File: src/rtl/pipe_pkg.sv
// Shared definitions for the pipeline hazard controller: register-number width,
// forwarding select codes and controller FSM states.
package pipe_pkg;

  localparam int unsigned REG_W = 5;

  typedef logic [REG_W-1:0] reg_t;

  localparam logic [1:0] FWD_REG = 2'b00;
  localparam logic [1:0] FWD_EXE = 2'b01;
  localparam logic [1:0] FWD_MEM = 2'b10;

  typedef enum logic [0:0] {
    ST_RUN,
    ST_MWAIT
  } state_e;

endpackage

File: src/rtl/pipe_hazard_ctrl_if.sv
// Pipeline-side bundle of the hazard controller: stage register info, the
// data-memory handshake, and the per-stage freeze/bubble/flush/forward controls.
interface pipe_hazard_ctrl_if;

  pipe_pkg::reg_t i_dec_rs;
  pipe_pkg::reg_t i_dec_rt;
  logic           i_dec_rs_use;
  logic           i_dec_rt_use;
  logic           i_dec_br_taken;
  pipe_pkg::reg_t i_exe_wra;
  logic           i_exe_regwe;
  logic           i_exe_isload;
  pipe_pkg::reg_t i_mem_wra;
  logic           i_mem_regwe;
  logic           i_mem_req;
  logic           i_dmem_ready;

  logic           o_freeze_ftc;
  logic           o_freeze_dec;
  logic           o_freeze_exe;
  logic           o_freeze_mem;
  logic           o_bubble_exe;
  logic           o_bubble_wrt;
  logic           o_flush_dec;
  logic [1:0]     o_fwd_a;
  logic [1:0]     o_fwd_b;

  modport master (
    output i_dec_rs, i_dec_rt, i_dec_rs_use, i_dec_rt_use, i_dec_br_taken,
    output i_exe_wra, i_exe_regwe, i_exe_isload, i_mem_wra, i_mem_regwe,
    output i_mem_req, i_dmem_ready,
    input  o_freeze_ftc, o_freeze_dec, o_freeze_exe, o_freeze_mem,
    input  o_bubble_exe, o_bubble_wrt, o_flush_dec, o_fwd_a, o_fwd_b
  );

  modport slave (
    input  i_dec_rs, i_dec_rt, i_dec_rs_use, i_dec_rt_use, i_dec_br_taken,
    input  i_exe_wra, i_exe_regwe, i_exe_isload, i_mem_wra, i_mem_regwe,
    input  i_mem_req, i_dmem_ready,
    output o_freeze_ftc, o_freeze_dec, o_freeze_exe, o_freeze_mem,
    output o_bubble_exe, o_bubble_wrt, o_flush_dec, o_fwd_a, o_fwd_b
  );

endinterface

File: src/rtl/hazard_match.sv
// One source-vs-destination comparator; register 0 never matches.
module hazard_match
  import pipe_pkg::*;
(
  input  reg_t src_i,
  input  logic use_i,
  input  logic we_i,
  input  reg_t wra_i,
  output logic hit_o
);

  assign hit_o = (src_i != '0) & use_i & we_i & (src_i == wra_i);

endmodule

File: src/rtl/pipe_hazard_ctrl.sv
// Hazard/stall controller for the FTC/DEC/EXE/MEM/WRT pipeline.
// Define PIPE_HAZARD_FWD_EN to enable operand forwarding; otherwise every RAW hazard stalls.
module pipe_hazard_ctrl
  import pipe_pkg::*;
#(
  parameter int unsigned TMO_CYCLES  = 255,
  parameter int unsigned STALL_CNT_W = 32,
  parameter int unsigned FLUSH_CNT_W = 16
) (
  input  logic                   clk,
  input  logic                   rst,
  pipe_hazard_ctrl_if.slave      hz,
  output logic [STALL_CNT_W-1:0] o_stall_cnt,
  output logic [FLUSH_CNT_W-1:0] o_flush_cnt,
  output logic                   o_mem_timeout
);

  localparam logic [7:0] TmoLast = 8'(TMO_CYCLES - 1);

  state_e                 state_q;
  logic [7:0]             wait_cnt_q;
  logic [STALL_CNT_W-1:0] stall_cnt_q;
  logic [FLUSH_CNT_W-1:0] flush_cnt_q;
  logic                   tmo_q;

  logic hit_exe_a, hit_exe_b, hit_mem_a, hit_mem_b;
  logic mem_wait, stall, flush;
  logic [1:0] fwd_a, fwd_b;

  hazard_match u_exe_a (
    .src_i(hz.i_dec_rs), .use_i(hz.i_dec_rs_use), .we_i(hz.i_exe_regwe),
    .wra_i(hz.i_exe_wra), .hit_o(hit_exe_a)
  );
  hazard_match u_exe_b (
    .src_i(hz.i_dec_rt), .use_i(hz.i_dec_rt_use), .we_i(hz.i_exe_regwe),
    .wra_i(hz.i_exe_wra), .hit_o(hit_exe_b)
  );
  hazard_match u_mem_a (
    .src_i(hz.i_dec_rs), .use_i(hz.i_dec_rs_use), .we_i(hz.i_mem_regwe),
    .wra_i(hz.i_mem_wra), .hit_o(hit_mem_a)
  );
  hazard_match u_mem_b (
    .src_i(hz.i_dec_rt), .use_i(hz.i_dec_rt_use), .we_i(hz.i_mem_regwe),
    .wra_i(hz.i_mem_wra), .hit_o(hit_mem_b)
  );

`ifndef PIPE_HAZARD_FWD_EN
  logic unused_isload;
  assign unused_isload = hz.i_exe_isload;
`endif

  always_comb begin
    mem_wait = (state_q == ST_MWAIT) ? ~hz.i_dmem_ready : (hz.i_mem_req & ~hz.i_dmem_ready);
`ifdef PIPE_HAZARD_FWD_EN
    stall = hz.i_exe_isload & (hit_exe_a | hit_exe_b);
    fwd_a = (hit_exe_a & ~hz.i_exe_isload) ? FWD_EXE : (hit_mem_a ? FWD_MEM : FWD_REG);
    fwd_b = (hit_exe_b & ~hz.i_exe_isload) ? FWD_EXE : (hit_mem_b ? FWD_MEM : FWD_REG);
`else
    // Without bypass paths, hold DEC until the producer has reached WRT.
    stall = hit_exe_a | hit_exe_b | hit_mem_a | hit_mem_b;
    fwd_a = FWD_REG;
    fwd_b = FWD_REG;
`endif
    flush = ~mem_wait & ~stall & hz.i_dec_br_taken;

    hz.o_freeze_ftc = ~rst & (mem_wait | stall);
    hz.o_freeze_dec = ~rst & (mem_wait | stall);
    hz.o_freeze_exe = ~rst & mem_wait;
    hz.o_freeze_mem = ~rst & mem_wait;
    hz.o_bubble_wrt = ~rst & mem_wait;
    hz.o_bubble_exe = ~rst & ~mem_wait & stall;
    hz.o_flush_dec  = ~rst & flush;
    hz.o_fwd_a      = rst ? FWD_REG : fwd_a;
    hz.o_fwd_b      = rst ? FWD_REG : fwd_b;
  end

  always_ff @(posedge clk) begin
    if (rst) begin
      state_q     <= ST_RUN;
      wait_cnt_q  <= '0;
      stall_cnt_q <= '0;
      flush_cnt_q <= '0;
      tmo_q       <= 1'b0;
    end else begin
      state_q <= mem_wait ? ST_MWAIT : ST_RUN;
      if (!mem_wait) begin
        wait_cnt_q <= '0;
      end else if (wait_cnt_q != 8'hff) begin
        wait_cnt_q <= wait_cnt_q + 8'd1;
      end
      // The access is never abandoned; the flag only reports it.
      if (mem_wait && wait_cnt_q == TmoLast) begin
        tmo_q <= 1'b1;
      end
      if ((mem_wait || stall) && !(&stall_cnt_q)) begin
        stall_cnt_q <= stall_cnt_q + STALL_CNT_W'(1);
      end
      if (flush && !(&flush_cnt_q)) begin
        flush_cnt_q <= flush_cnt_q + FLUSH_CNT_W'(1);
      end
    end
  end

  assign o_stall_cnt   = stall_cnt_q;
  assign o_flush_cnt   = flush_cnt_q;
  assign o_mem_timeout = tmo_q;

endmodule

File: src/flat_wrapper.sv
// flat-port wrapper written by rule: the top's interface ports become plain ports
module pipe_hazard_ctrl_flat import pipe_pkg::*;
#(
  parameter int unsigned TMO_CYCLES  = 255,
  parameter int unsigned STALL_CNT_W = 32,
  parameter int unsigned FLUSH_CNT_W = 16
)
  (clk, rst, o_stall_cnt, o_flush_cnt, o_mem_timeout, hz_i_dec_rs, hz_i_dec_rt, hz_i_dec_rs_use, hz_i_dec_rt_use, hz_i_dec_br_taken, hz_i_exe_wra, hz_i_exe_regwe, hz_i_exe_isload, hz_i_mem_wra, hz_i_mem_regwe, hz_i_mem_req, hz_i_dmem_ready, hz_o_freeze_ftc, hz_o_freeze_dec, hz_o_freeze_exe, hz_o_freeze_mem, hz_o_bubble_exe, hz_o_bubble_wrt, hz_o_flush_dec, hz_o_fwd_a, hz_o_fwd_b);
  pipe_hazard_ctrl_if hz_i ();
  input  logic clk;
  input  logic rst;
  output logic [STALL_CNT_W-1:0] o_stall_cnt;
  output logic [FLUSH_CNT_W-1:0] o_flush_cnt;
  output logic o_mem_timeout;
  input wire logic [$bits(hz_i.i_dec_rs)-1:0] hz_i_dec_rs;
  input wire logic [$bits(hz_i.i_dec_rt)-1:0] hz_i_dec_rt;
  input wire logic [$bits(hz_i.i_dec_rs_use)-1:0] hz_i_dec_rs_use;
  input wire logic [$bits(hz_i.i_dec_rt_use)-1:0] hz_i_dec_rt_use;
  input wire logic [$bits(hz_i.i_dec_br_taken)-1:0] hz_i_dec_br_taken;
  input wire logic [$bits(hz_i.i_exe_wra)-1:0] hz_i_exe_wra;
  input wire logic [$bits(hz_i.i_exe_regwe)-1:0] hz_i_exe_regwe;
  input wire logic [$bits(hz_i.i_exe_isload)-1:0] hz_i_exe_isload;
  input wire logic [$bits(hz_i.i_mem_wra)-1:0] hz_i_mem_wra;
  input wire logic [$bits(hz_i.i_mem_regwe)-1:0] hz_i_mem_regwe;
  input wire logic [$bits(hz_i.i_mem_req)-1:0] hz_i_mem_req;
  input wire logic [$bits(hz_i.i_dmem_ready)-1:0] hz_i_dmem_ready;
  output wire logic [$bits(hz_i.o_freeze_ftc)-1:0] hz_o_freeze_ftc;
  output wire logic [$bits(hz_i.o_freeze_dec)-1:0] hz_o_freeze_dec;
  output wire logic [$bits(hz_i.o_freeze_exe)-1:0] hz_o_freeze_exe;
  output wire logic [$bits(hz_i.o_freeze_mem)-1:0] hz_o_freeze_mem;
  output wire logic [$bits(hz_i.o_bubble_exe)-1:0] hz_o_bubble_exe;
  output wire logic [$bits(hz_i.o_bubble_wrt)-1:0] hz_o_bubble_wrt;
  output wire logic [$bits(hz_i.o_flush_dec)-1:0] hz_o_flush_dec;
  output wire logic [$bits(hz_i.o_fwd_a)-1:0] hz_o_fwd_a;
  output wire logic [$bits(hz_i.o_fwd_b)-1:0] hz_o_fwd_b;
  assign hz_i.i_dec_rs = hz_i_dec_rs;
  assign hz_i.i_dec_rt = hz_i_dec_rt;
  assign hz_i.i_dec_rs_use = hz_i_dec_rs_use;
  assign hz_i.i_dec_rt_use = hz_i_dec_rt_use;
  assign hz_i.i_dec_br_taken = hz_i_dec_br_taken;
  assign hz_i.i_exe_wra = hz_i_exe_wra;
  assign hz_i.i_exe_regwe = hz_i_exe_regwe;
  assign hz_i.i_exe_isload = hz_i_exe_isload;
  assign hz_i.i_mem_wra = hz_i_mem_wra;
  assign hz_i.i_mem_regwe = hz_i_mem_regwe;
  assign hz_i.i_mem_req = hz_i_mem_req;
  assign hz_i.i_dmem_ready = hz_i_dmem_ready;
  assign hz_o_freeze_ftc = hz_i.o_freeze_ftc;
  assign hz_o_freeze_dec = hz_i.o_freeze_dec;
  assign hz_o_freeze_exe = hz_i.o_freeze_exe;
  assign hz_o_freeze_mem = hz_i.o_freeze_mem;
  assign hz_o_bubble_exe = hz_i.o_bubble_exe;
  assign hz_o_bubble_wrt = hz_i.o_bubble_wrt;
  assign hz_o_flush_dec = hz_i.o_flush_dec;
  assign hz_o_fwd_a = hz_i.o_fwd_a;
  assign hz_o_fwd_b = hz_i.o_fwd_b;
  pipe_hazard_ctrl #(.TMO_CYCLES(TMO_CYCLES), .STALL_CNT_W(STALL_CNT_W), .FLUSH_CNT_W(FLUSH_CNT_W)) u_core (.clk(clk), .rst(rst), .hz(hz_i), .o_stall_cnt(o_stall_cnt), .o_flush_cnt(o_flush_cnt), .o_mem_timeout(o_mem_timeout));
endmodule
File: config.mk
export PLATFORM = sky130hd
export DESIGN_NAME = pipe_hazard_ctrl_flat
export DESIGN_NICKNAME = d
export VERILOG_FILES = /design/src/rtl/pipe_pkg.sv /design/src/rtl/pipe_hazard_ctrl_if.sv /design/src/rtl/hazard_match.sv /design/src/rtl/pipe_hazard_ctrl.sv /design/src/flat_wrapper.sv
export SDC_FILE = /design/constraint.sdc
export NUM_CORES = 1
export LEC_CHECK = 0
export ABC_AREA = 1
export BUFFER_PORTS_ARGS = -buffer_cell sky130_fd_sc_hd__buf_2
export CAP_MARGIN = 20
export CORE_MARGIN = 3
export CORE_UTILIZATION = 55
export DETAILED_ROUTE_END_ITERATION = 8
export PLACE_DENSITY = 0.88
export SYNTH_ARGS = -nofsm -noshare
export SYNTH_HDL_FRONTEND = slang
export SYNTH_HIERARCHICAL = 1
export SYNTH_SLANG_ARGS = --single-unit
File: constraint.sdc
create_clock -name clk -period 2.61 [get_ports clk]
set_clock_uncertainty 0.2 [all_clocks]
set_input_delay 0.6525 -clock clk [delete_from_list [all_inputs] [get_ports clk]]
set_output_delay 0.6525 -clock clk [all_outputs]
set_load 0.02 [all_outputs]
==> results.txt, run 1 <==
The run finished, with violations left. The checks that failed: negative setup slack. For this run, the total global-route usage over all layers was measured as 24.8%.

The post-route minimum period came out at 2.61 ns. The initial cell density of the core is 57.0%. The die outline height is 90.2 µm. The antenna violation net count after detailed routing is 0. The pre-CTS worst setup slack is -0.176 ns. The synthesized instance count came out at 659. The via count of the first global-routing pass is 3968.

Setup repair after global routing could not meet its margin everywhere. After routing the design area is 4740 µm². The largest single stage delay on the critical path is 0.16 ns. The die covers 8130 µm². The power density normalized to cell area came out at 444 nW/µm². The first-pass iteration count of the detailed router is 6.

The wire length reported by the detailed router came out at 10.3 mm. The most frequent cell after synthesis is sky130_fd_sc_hd__nand2_1. The routed wire length per instance is 12.2 µm. The commonest cells after synthesis are 190 x sky130_fd_sc_hd__nand2_1, 124 x sky130_fd_sc_hd__nor2_1, 94 x sky130_fd_sc_hd__inv_1, 58 x sky130_fd_sc_hd__dfxtp_1, 55 x sky130_fd_sc_hd__nand3_1.

The completed layout was analyzed and its total power is 2.10 mW. The detailed-route via count came out at 4337. The worst setup path is launched from an input pin. The number of DRC markers after the initial detailed-route iteration is 281. The endpoint required time on the critical path came out at 1.76 ns. The leading register cell type out of synthesis is sky130_fd_sc_hd__dfxtp_1. After global routing the overflow that remains totals 0. The area added between synthesis and finish came out at 21.8%. The worst setup path is of the in -> out kind. Once layout is complete, the utilization of the core stands at 69.5%.

The global-route wire length before repair is 17.1 mm. Using the TritonRoute via totals, the vias-per-cell ratio works out to 5.12. After layout, the worst setup slack is -0.00111 ns. The library cell with the largest summed area after synthesis is sky130_fd_sc_hd__dfxtp_1.

The worst setup path is captured at an output port. Entering global routing, the biggest net connects 42 pins. The total placed instance area came out at 4370 µm². In the post-synthesis netlist, the biggest area contributors are sky130_fd_sc_hd__dfxtp_1 30%, sky130_fd_sc_hd__nand2_1 18%, sky130_fd_sc_hd__nor2_1 12%. The ratio of cells with drive above 1 in the final layout came out at 21.4%.

Static timing analysis puts the maximum clock frequency at 383 MHz. Along the worst path, the maximum fanout reaches 6. The number of antenna violations at the first check in global routing is 0. Summing the sequential cell areas from Yosys gives 29.8% of the chip area. Clock tree synthesis inserted a total of 9 buffers. The final net count is 780. The antenna cell count is 0.

Traced cell by cell, the critical path runs through buf_6, nor2_2, nand3_1, a21oi_1, nor2_1, inv_1, nand2_2, nor2_4, inv_2, nand2_4, nand2_4, buf_6. The placeable core region came out at 6830 µm². The number of remaining DRC errors came out at 0. The library cell contributing the largest single delay on the critical path is sky130_fd_sc_hd__nor2_4. The CTS H-tree depth came out at 3. Hold timing on the final database bottoms out at a slack of 0.254 ns. Across the run, the number of max-cap violations was 0. The count of warnings emitted by yosys is 6.

The post-detailed-placement half-perimeter wirelength is 7.33 mm. The maximum vdd drop came out at 250 µV. Setup violations remaining at the end of the flow were counted as 1. The share of synthesized flip-flops with an asynchronous set or reset is 0%. The register clock-pin slew on the reported worst setup and hold paths is 0.07 ns. For this design, the CTS-stage hold fixing added 0 buffers. In this run the clock root is driven by a sky130_fd_sc_hd__clkbuf_8.

The number of distinct standard cells referenced by the synthesized netlist came out at 28. The clock net in this run drives a total of 58 sinks. The leakage power came out at 2.33 nW. The clock passes through at most 2 buffers.

In this run the horizontal extent of the chip is 90.2 µm. The path class of the tightest hold or removal check is reg -> reg. The total count of max-transition violations in the final report is 0. The final hold violation count was 0. The total I/O pin count came out at 90. The arrival time at the worst endpoint is 1.76 ns.

The share of synthesized area in the top cell type comes to 29.8%. The count of buffers inserted at the top-level ports is 84. The placer congestion estimate is 0.870. The worst path uses 100% of the clock period.

TritonCTS built the clock tree. The cell area after technology mapping is 3900 µm². Dividing the synthesized area by the synthesized cell count gives 5.91 µm². The number of synthesized flops with an enable pin came out at 0. The clock latency on the worst-skew pair is 0.33 ns.

The register bit count reported by yosys came out at 58. The number of buffers added for setup after CTS is 0. The count of standard-cell rows is 30.
power by group:
part / leakage (nW) / switching [mW] / internal [mW]
Combinational: 1.75 / 0.154 / 0.0931
Sequential: 0.468 / 0.00908 / 0.893
Clock: 0.109 / 0.390 / 0.565
Total: 2.33 / 0.553 / 1.55
worst max-delay path, delay by kind of cell:
family / cells / cell delay, ns
buffers and inverters: 4 / 0.36
AOI/OAI and AO/OA: 1 / 0.12
and+or+nand+nor: 7 / 0.60
cell usage in the layout, fill, tap and decap left out, types with 2 or more instances in the layout:
cell and n:
sky130_fd_sc_hd__bufinv_16 2, sky130_fd_sc_hd__nor2_4 7, sky130_fd_sc_hd__nor4_1 2, sky130_fd_sc_hd__nand2_1 186, sky130_fd_sc_hd__dfxtp_1 58, sky130_fd_sc_hd__buf_2 74, sky130_fd_sc_hd__a21oi_2 2, sky130_fd_sc_hd__clkinvlp_4 2
sky130_fd_sc_hd__buf_4 7, sky130_fd_sc_hd__nor2_2 13, sky130_fd_sc_hd__nand3b_1 2, sky130_fd_sc_hd__nand4_1 10, sky130_fd_sc_hd__buf_6 8, sky130_fd_sc_hd__xor2_1 5, sky130_fd_sc_hd__o21ai_0 7, sky130_fd_sc_hd__conb_1 4
sky130_fd_sc_hd__nand2_4 2, sky130_fd_sc_hd__nor2_1 114, sky130_fd_sc_hd__inv_2 11, sky130_fd_sc_hd__nor3_1 4, sky130_fd_sc_hd__a21oi_1 50, sky130_fd_sc_hd__nand3_2 11, sky130_fd_sc_hd__a31oi_1 3, sky130_fd_sc_hd__xnor2_1 3
sky130_fd_sc_hd__nand3_1 52, sky130_fd_sc_hd__inv_1 86, sky130_fd_sc_hd__clkbuf_8 10, sky130_fd_sc_hd__ha_1 4, sky130_fd_sc_hd__nand2_2 5
timing repair:
action,4_1_cts,5_1_grt
setup endpoints to repair,4,8
gates resized for setup,29,23
pin swaps,13,10
layer usage:
layer  wire length, µm  up-vias  global-route usage, %
met3               703       26                   4.44
met1              4300     1925                   29.1
met5                 0        -                      0
met4               225        0                   9.44
met2              5080      161                   44.8
li1                  -     2225                      -
flip-flops by register name, indices dropped and copies added, names as in the netlist:
| signal | cells |
|---|---|
| u_core/state_q | 1 |
| u_core/o_stall_cnt | 32 |
| u_core/o_flush_cnt | 16 |
| u_core/wait_cnt_q | 8 |
| u_core/o_mem_timeout | 1 |
final cells by class:
type	instances	area, µm²
flip-flops and latches	58	1160
clock inverters	6	88.8
multi-input cells	489	2320
repair buffers	91	548
clock buffers	10	138
well taps	96	120
inverters	97	364
fillers	616	2090
path summary, 6_finish.rpt:
check / from / end / slack [ns] / cells past startpoint
max: hz_i_dec_rt[1] / hz_o_freeze_dec / -0.001 / 12
min: u_core/o_mem_timeout / u_core/o_mem_timeout / 0.25 / 2
max reg2reg: u_core/o_stall_cnt[0] / u_core/o_stall_cnt[23] / 0.52 / 8
min reg2reg: u_core/o_mem_timeout / u_core/o_mem_timeout / 0.25 / 2
logic make-up (layout without fill, tap and decap cells):
group	count (synthesis)	after routing	share of synthesized area, %
flip-flops	58	58	29.8
AO/OA/AOI/OAI	64	64	8.77
buffers and inverters	115	204	13.1
adder cells (fa/ha/maj)	4	4	1.28
AND/OR/NAND/NOR	409	409	45.2
other	1	4	0.0962
XOR/XNOR	8	8	1.80
per-stage QoR:
step | instances | setup TNS [ns]
finish | 847 | -0.00111
global placement | 831 | -1.53
detailed placement | 831 | -2.74
global route | 847 | -0.344
floorplan | 662 | 0
CTS | 847 | 0
No activity file was read; power rests on OpenSTA's default activity.
==> run 2, diff against run 1 <==
--- a/config.mk
+++ b/config.mk
@@ -8,6 +8,7 @@
 export ABC_AREA = 1
 export BUFFER_PORTS_ARGS = -buffer_cell sky130_fd_sc_hd__buf_2
 export CAP_MARGIN = 20
+export CORE_ASPECT_RATIO = 1.2
 export CORE_MARGIN = 3
 export CORE_UTILIZATION = 55
 export DETAILED_ROUTE_END_ITERATION = 8
==> run 2 against run 1 <==
Effect of this change:
- the flow still finishes with violations (negative setup slack)
- die area about the same
- combinational power up 22%
- clock power down 0.4%
- critical path type unchanged
- critical endpoint is now hz_o_bubble_exe
==> results.txt, run 2 (synthesis gave the netlist of run 1 again) <==
The flow ran to the end, but the final reports show violations. The checks that failed: negative setup slack. The ratio of cells with drive above 1 in the final layout is 25.5%. With fillers left out, the area of the finished cells amounts to 4960 µm².

The number of sinks handled by clock tree synthesis came out at 58. The final net count is 785. The start-to-end type of the worst setup path is in -> out. The worst hold slack across all endpoints came out at 0.277 ns. The number of antenna violations at the first check in global routing is 0. The placer congestion estimate is 0.933.

Along the worst path, the maximum fanout reaches 4. Entering global routing, the biggest net connects 42 pins. Per report_power, the sequential group accounts for 41.9% of the total.

In this run, the number of DRC markers left after iteration 0 of detailed routing was 315. The routed wire length per instance came out at 13.4 µm. The power density normalized to cell area is 435 nW/µm².

The share of the core filled with cells in the final layout came out at 72.3%. The flip-flop count of the largest register after layout came out at 32. The initialized floorplan defines 33 standard-cell rows.

Summed over all layers, the global routing overflow is 0. The placeable core region is 6850 µm². The number of remaining DRC errors came out at 0. The global-route wire length before repair came out at 17.2 mm.

The switching part of the total power is 25.3%. The overall die width is 82.8 µm. The max-cap check violation count came out at 0. After detailed placement, the design holds a cell count of 821. For this configuration, the core starts out at a cell density of 56.8%. The die outline height is 98.2 µm. The H-tree generated during clock tree synthesis spans 3 levels. The switching power total is 0.546 mW.

The antenna violation net count after detailed routing is 0. Setup repair after global routing could not meet its margin everywhere. Timing would allow up to 372 MHz. The hold-fix buffer count after cts is 0. The final hold violation count was 0. The worst path uses 103% of the clock period.

The cell sitting at the root of the clock tree is a sky130_fd_sc_hd__clkbuf_8. In the routed layout, each cell is associated on average with a via count of 5.40. Counting along the longest clock path gives a buffer depth of 2. The final critical-path setup slack is -0.0787 ns.

TritonCTS built the clock tree. In the layout the commonest cells are 175 x sky130_fd_sc_hd__nand2_1, 113 x sky130_fd_sc_hd__nor2_1, 77 x sky130_fd_sc_hd__inv_1, 62 x sky130_fd_sc_hd__buf_2, 58 x sky130_fd_sc_hd__dfxtp_1. The worst-case register-to-register setup slack came out at 0.53 ns.

Leaving out fill and tap cells, the most frequent cell in the layout is sky130_fd_sc_hd__nand2_1. The final number of setup-violating endpoints came out at 4. The overall global routing resource usage came out at 24.7%.

In this run the cell area measured after placement is 4350 µm². At the worst endpoint, the required time is 1.76 ns. The total clock buffers created by CTS is 9. The arrival time at the worst endpoint came out at 1.84 ns. The worst setup path is launched from an input pin.

The layout filler cell count is 572. The final layout contains routed wiring with a total length of 11.3 mm. The total count of max-transition violations in the final report came out at 0. Relative to the synthesized area, the layout overhead comes to 27.2%. The die outline area came out at 8130 µm². The clock reaches the later pin of the worst-skew pair after 0.33 ns.

The via count of the first global-routing pass came out at 4015. The smallest clock period supported by the final layout is computed as 2.69 ns. The post-detailed-placement half-perimeter wirelength came out at 7.38 mm. The maximum vdd drop is 330 µV.

The count of cells in the finished layout, fillers not included, comes to 843. The final route contains 4553 vias. The overall power after layout is 2.16 mW. Combinational logic burns 14.0% of the power. The leakage power is 2.39 nW.

Input and output buffers added on the ports amount to 84. The pre-CTS worst setup slack is -0.101 ns. The register clock-pin slew on the reported worst setup and hold paths came out at 0.07 ns. The type of element capturing the critical path is an output port. The clock network fraction of total power came out at 44.1%. Adding up every negative setup slack in the final design gives -0.165 ns.

For this run, the detailed router's first-pass iteration total came to 5. The path class of the tightest hold or removal check is reg -> reg. The cell internal power dissipation is 1.61 mW. The antenna cell count came out at 0. Pin placement for this block handled 90 I/O pins.
run 2: cell count changes in the layout (fill, tap and decap cells not counted), moves of 8 or more:
| cell | delta |
|---|---|
| sky130_fd_sc_hd__buf_2 | -12 |
| sky130_fd_sc_hd__buf_6 | +8 |
| sky130_fd_sc_hd__inv_1 | -9 |
| sky130_fd_sc_hd__inv_2 | +8 |
| sky130_fd_sc_hd__nand2_1 | -11 |
| sky130_fd_sc_hd__nand2_2 | +13 |
run 2: power groups by stage:
stage          logic (mW)  clock network (mW)  registers, mW
6_report            0.302               0.951          0.904
5_1_grt             0.326                1.00          0.904
4_1_cts             0.232               0.964          0.903
3_5_place_dp        0.218                   0          0.923
3_3_place_gp        0.209                   0          0.922
2_1_floorplan       0.141                   0          0.930
run 2: path summary, 6_finish.rpt:
check	cells past startpoint	end	from
setup / recovery	14	hz_o_bubble_exe	hz_i_dec_rs[2]
hold / removal	2	u_core/o_mem_timeout	u_core/o_mem_timeout
setup reg to reg	8	u_core/o_stall_cnt[25]	u_core/o_stall_cnt[0]
hold reg to reg	2	u_core/o_mem_timeout	u_core/o_mem_timeout
run 2: cell type report:
type / instances / area, µm² / share of cell area, %
Timing Repair Buffer: 96 / 713 / 14.4
Sequential cell: 58 / 1160 / 23.4
Clock inverter: 4 / 73.8 / 1.49
Inverter: 97 / 369 / 7.45
Multi-Input combinational cell: 489 / 2380 / 47.9
Tap cell: 87 / 109 / 2.20
Clock buffer: 12 / 155 / 3.13
run 2: routing by layer:
| layer | part of all wire (%) | global-route usage (%) |
|---|---|---|
| met5 | 0 | 0 |
| met4 | 3.1 | 9.43 |
| met3 | 6.3 | 5.49 |
| met2 | 51 | 45.1 |
| met1 | 40 | 27.9 |
run 2: worst max-delay path: stages:
cell and delay [ns]:
sky130_fd_sc_hd__buf_4 0.12, sky130_fd_sc_hd__inv_2 0.04, sky130_fd_sc_hd__nand2_1 0.06, sky130_fd_sc_hd__nand2_1 0.08, sky130_fd_sc_hd__nor2_2 0.11, sky130_fd_sc_hd__nand3_1 0.11, sky130_fd_sc_hd__nor2_1 0.13, sky130_fd_sc_hd__inv_1 0.06
sky130_fd_sc_hd__nand2_2 0.07, sky130_fd_sc_hd__nor2_4 0.05, sky130_fd_sc_hd__inv_2 0.05, sky130_fd_sc_hd__nand2_2 0.05, sky130_fd_sc_hd__nor2_1 0.10, sky130_fd_sc_hd__buf_4 0.15
run 2: what timing repair did:
item / in CTS / in global routing
buffers inserted: 4 / 1
pin swaps: 10 / 47
gates cloned: 0 / 3
resized for setup: 14 / 92
setup endpoints to repair: 4 / 20
==> run 3, diff against run 2 <==
--- a/config.mk
+++ b/config.mk
@@ -8,9 +8,11 @@
 export ABC_AREA = 1
 export BUFFER_PORTS_ARGS = -buffer_cell sky130_fd_sc_hd__buf_2
 export CAP_MARGIN = 20
+export CELL_PAD_IN_SITES_DETAIL_PLACEMENT = 2
+export CELL_PAD_IN_SITES_GLOBAL_PLACEMENT = 2
 export CORE_ASPECT_RATIO = 1.2
 export CORE_MARGIN = 3
-export CORE_UTILIZATION = 55
+export CORE_UTILIZATION = 28
 export DETAILED_ROUTE_END_ITERATION = 8
 export PLACE_DENSITY = 0.88
 export SYNTH_ARGS = -nofsm -noshare
==> run 3 against run 2 <==
Effect of this change:
- final area rose by 6.6%
- critical endpoint unchanged
- sequential share of layout area fell by 1.4 points
- sequential power barely moved
- non-clock buffer count fell by 2
- flip-flop and latch count did not move
- the flow still finishes with violations (negative setup slack)
- critical path type unchanged
- register-to-register slack got worse by 0.23 ns
==> results.txt, run 3 (synthesis gave the netlist of run 1 again) <==
Among the stages of the critical path, the cell type that occurs most often is sky130_fd_sc_hd__nand2_2. Global routing used 21.1% of the available tracks across all layers. The maximum cell stage delay along the critical path came out at 0.15 ns.

The area added between synthesis and finish is 35.6%. The clock network fraction of total power came out at 51.5%. The total clock buffers created by CTS is 9.

The count of standard-cell rows is 46. The top cell types in the final layout, fill and taps aside, are 159 x sky130_fd_sc_hd__nand2_1, 107 x sky130_fd_sc_hd__nor2_1, 74 x sky130_fd_sc_hd__inv_1, 62 x sky130_fd_sc_hd__buf_2, 58 x sky130_fd_sc_hd__dfxtp_1. The endpoint required time on the critical path is 1.76 ns. The wire length reported by the detailed router is 17.4 mm.

The flow ran to the end, but the final reports show violations. The layout filler cell count is 1630. The buffer depth of the longest clock path is 2.

The antenna violation net count after detailed routing came out at 0. The routed wire length per instance came out at 18.8 µm. In the final layout, the share of cells above drive strength 1 is 29.4%. The total buffers and inverters traversed by the critical path is 5. The leakage power is 2.44 nW. The total count of max-transition violations in the final report was 0. CTS placed an instance of sky130_fd_sc_hd__clkbuf_16 at the clock tree root. Of all nets on the critical path, the largest fanout is 6. The final hold violation count came out at 0.

The type of element capturing the critical path is an output port. The switching power total is 0.655 mW. Entering global routing, the biggest net connects 42 pins. The final worst-path cycle share is 108%.

The number of remaining DRC errors came out at 0. The checks that failed: negative setup slack. The post-route minimum period is 2.81 ns. The die outline area is 15400 µm². The final net count came out at 783.

In this run the count of I/O pins placed on the die edge is 90. The detailed-route via count came out at 4647. The worst-case IR drop observed on VDD is 318 µV. The start-to-end type of the worst setup path is in -> out. The initial cell density of the core is 29.1%. The area of all sequential standard cells is 1160 µm². The share of the core filled with cells in the final layout came out at 39.4%. The max-cap check violation count is 0.

Walking the worst path, the cells encountered are buf_12, inv_2, nand2_2, nand2_2, nor2_2, nand3_1, nor2_1, inv_1, nand2_2, nor2_4, inv_2, nand2_2, nor2_2, buf_6. Leaving out fill and tap cells, the most frequent cell in the layout is sky130_fd_sc_hd__nand2_1. The kind of start point of the critical path is an input pin. The HPWL after detailed placement is 11.5 mm. The area taken by multi-input logic gates is 2520 µm². The via count of the first global-routing pass is 5283. For the pin with the worst max-slew slack, the measured transition is 0.552 ns. The arrival time at the worst endpoint came out at 1.96 ns. In this run the horizontal extent of the chip is 114 µm. The worst hold path belongs to the class reg -> reg. The placer congestion estimate came out at 0.825. The library cell contributing the largest single delay on the critical path is sky130_fd_sc_hd__nor2_2. The cell internal power dissipation is 1.91 mW. Measured against its own limit, the worst slew margin works out to 62.9%. The final number of setup-violating endpoints came out at 6. On the critical path the largest part of the delay comes from simple AND/OR/NAND/NOR gates. The share of total power dissipated in sequential elements is 35.3%.

The global-route wire length before repair is 26.2 mm. The flip-flop count of the largest register after layout is 32. The combinational fraction of design power is 13.2%. The depth of the worst hold-timing path came out at 2. The cell count after placement came out at 903. The number of antenna violations at the first check in global routing came to 0.

The switching part of the total power came out at 25.5%. In this run the number of cells on the critical path is 14. Counting every sink on the clock net gives 58.

The clock tree synthesis step divided the H-tree into 3 levels. The antenna cell count came out at 0. The number of cells on the worst reg-to-reg path is 8. The number of DRC markers after the initial detailed-route iteration is 158. The die outline height is 135 µm. The power density normalized to cell area came out at 485 nW/µm². Setup repair after global routing could not meet its margin everywhere.

The number of standard cells in the final layout excluding fillers came out at 922. In this run the standard cell core region covers 13400 µm². The final critical-path setup slack came out at -0.201 ns. The clock latency on the worst-skew pair came out at 0.33 ns. The routed via count divided by cell count came out at 5.04.

The first-pass iteration count of the detailed router came out at 4. The total overflow left after global routing is 0. The maximum clock frequency came out at 356 MHz. The clock tree from TritonCTS is yes. The count of buffers inserted at the top-level ports came out at 84. The register clock-pin slew on the reported worst setup and hold paths came out at 0.06 ns.
[run 3: final timing paths]
path	start	end	slack, ns
setup / recovery	hz_i_dec_rs[1]	hz_o_bubble_exe	-0.20
hold reg to reg	u_core/o_mem_timeout	u_core/o_mem_timeout	0.27
setup reg to reg	u_core/o_stall_cnt[0]	u_core/o_stall_cnt[31]	0.30
hold / removal	u_core/o_mem_timeout	u_core/o_mem_timeout	0.27
[run 3: power by group through the flow]
stage / clock [mW] / combinational [mW] / sequential (mW)
2_1_floorplan: 0 / 0.141 / 0.930
3_3_place_gp: 0 / 0.218 / 0.923
3_5_place_dp: 0 / 0.236 / 0.923
4_1_cts: 1.35 / 0.273 / 0.905
5_1_grt: 1.38 / 0.368 / 0.906
6_report: 1.32 / 0.338 / 0.905
[run 3: through the flow]
stage	setup TNS, ns	worst slack [ns]	hold slack (ns)	instance area, µm²	power (mW)
floorplan	0	0.0475	0.286	3910	1.07
global placement	-3.35	-0.269	0.239	4460	1.14
detailed placement	-11.42	-0.404	0.246	4460	1.16
CTS	-0.141	-0.0717	0.263	4990	2.53
global route	-4.51	-0.314	0.288	5280	2.66
finish	-0.673	-0.201	0.265	5280	2.56
[run 3: tightest hold or removal path, cell delays in order (launching register included)]
cell	delay, ns
sky130_fd_sc_hd__dfxtp_1	0.31
sky130_fd_sc_hd__inv_1	0.05
sky130_fd_sc_hd__a21oi_1	0.06
[run 3: layout make-up]
class | instances | share of cell area, %
clock buffer | 12 | 4.86
tap | 168 | 3.98
inverter | 97 | 7.22
sequential | 58 | 22.0
timing repair buffer | 94 | 12.8
multi-input combinational | 489 | 47.7
clock inverter | 4 | 1.40
[run 3: timing repair]
action                     CTS  global route
setup endpoints to repair    5            30
resized for setup           65            94
hold buffers                 0             0
setup buffers                1             2
pin swaps                   25            44
[run 3: layer usage]
| layer | up-vias | global-route usage [%] | routed length (µm) | share of wire, % |
|---|---|---|---|---|
| met3 | 40 | 3.89 | 583 | 3.4 |
| met4 | 0 | 7.48 | 524 | 3.0 |
| met2 | 94 | 40.4 | 9540 | 55 |
| met1 | 2284 | 23.0 | 6720 | 39 |
| met5 | - | 0 | 0 | 0 |
| li1 | 2229 | - | - | - |
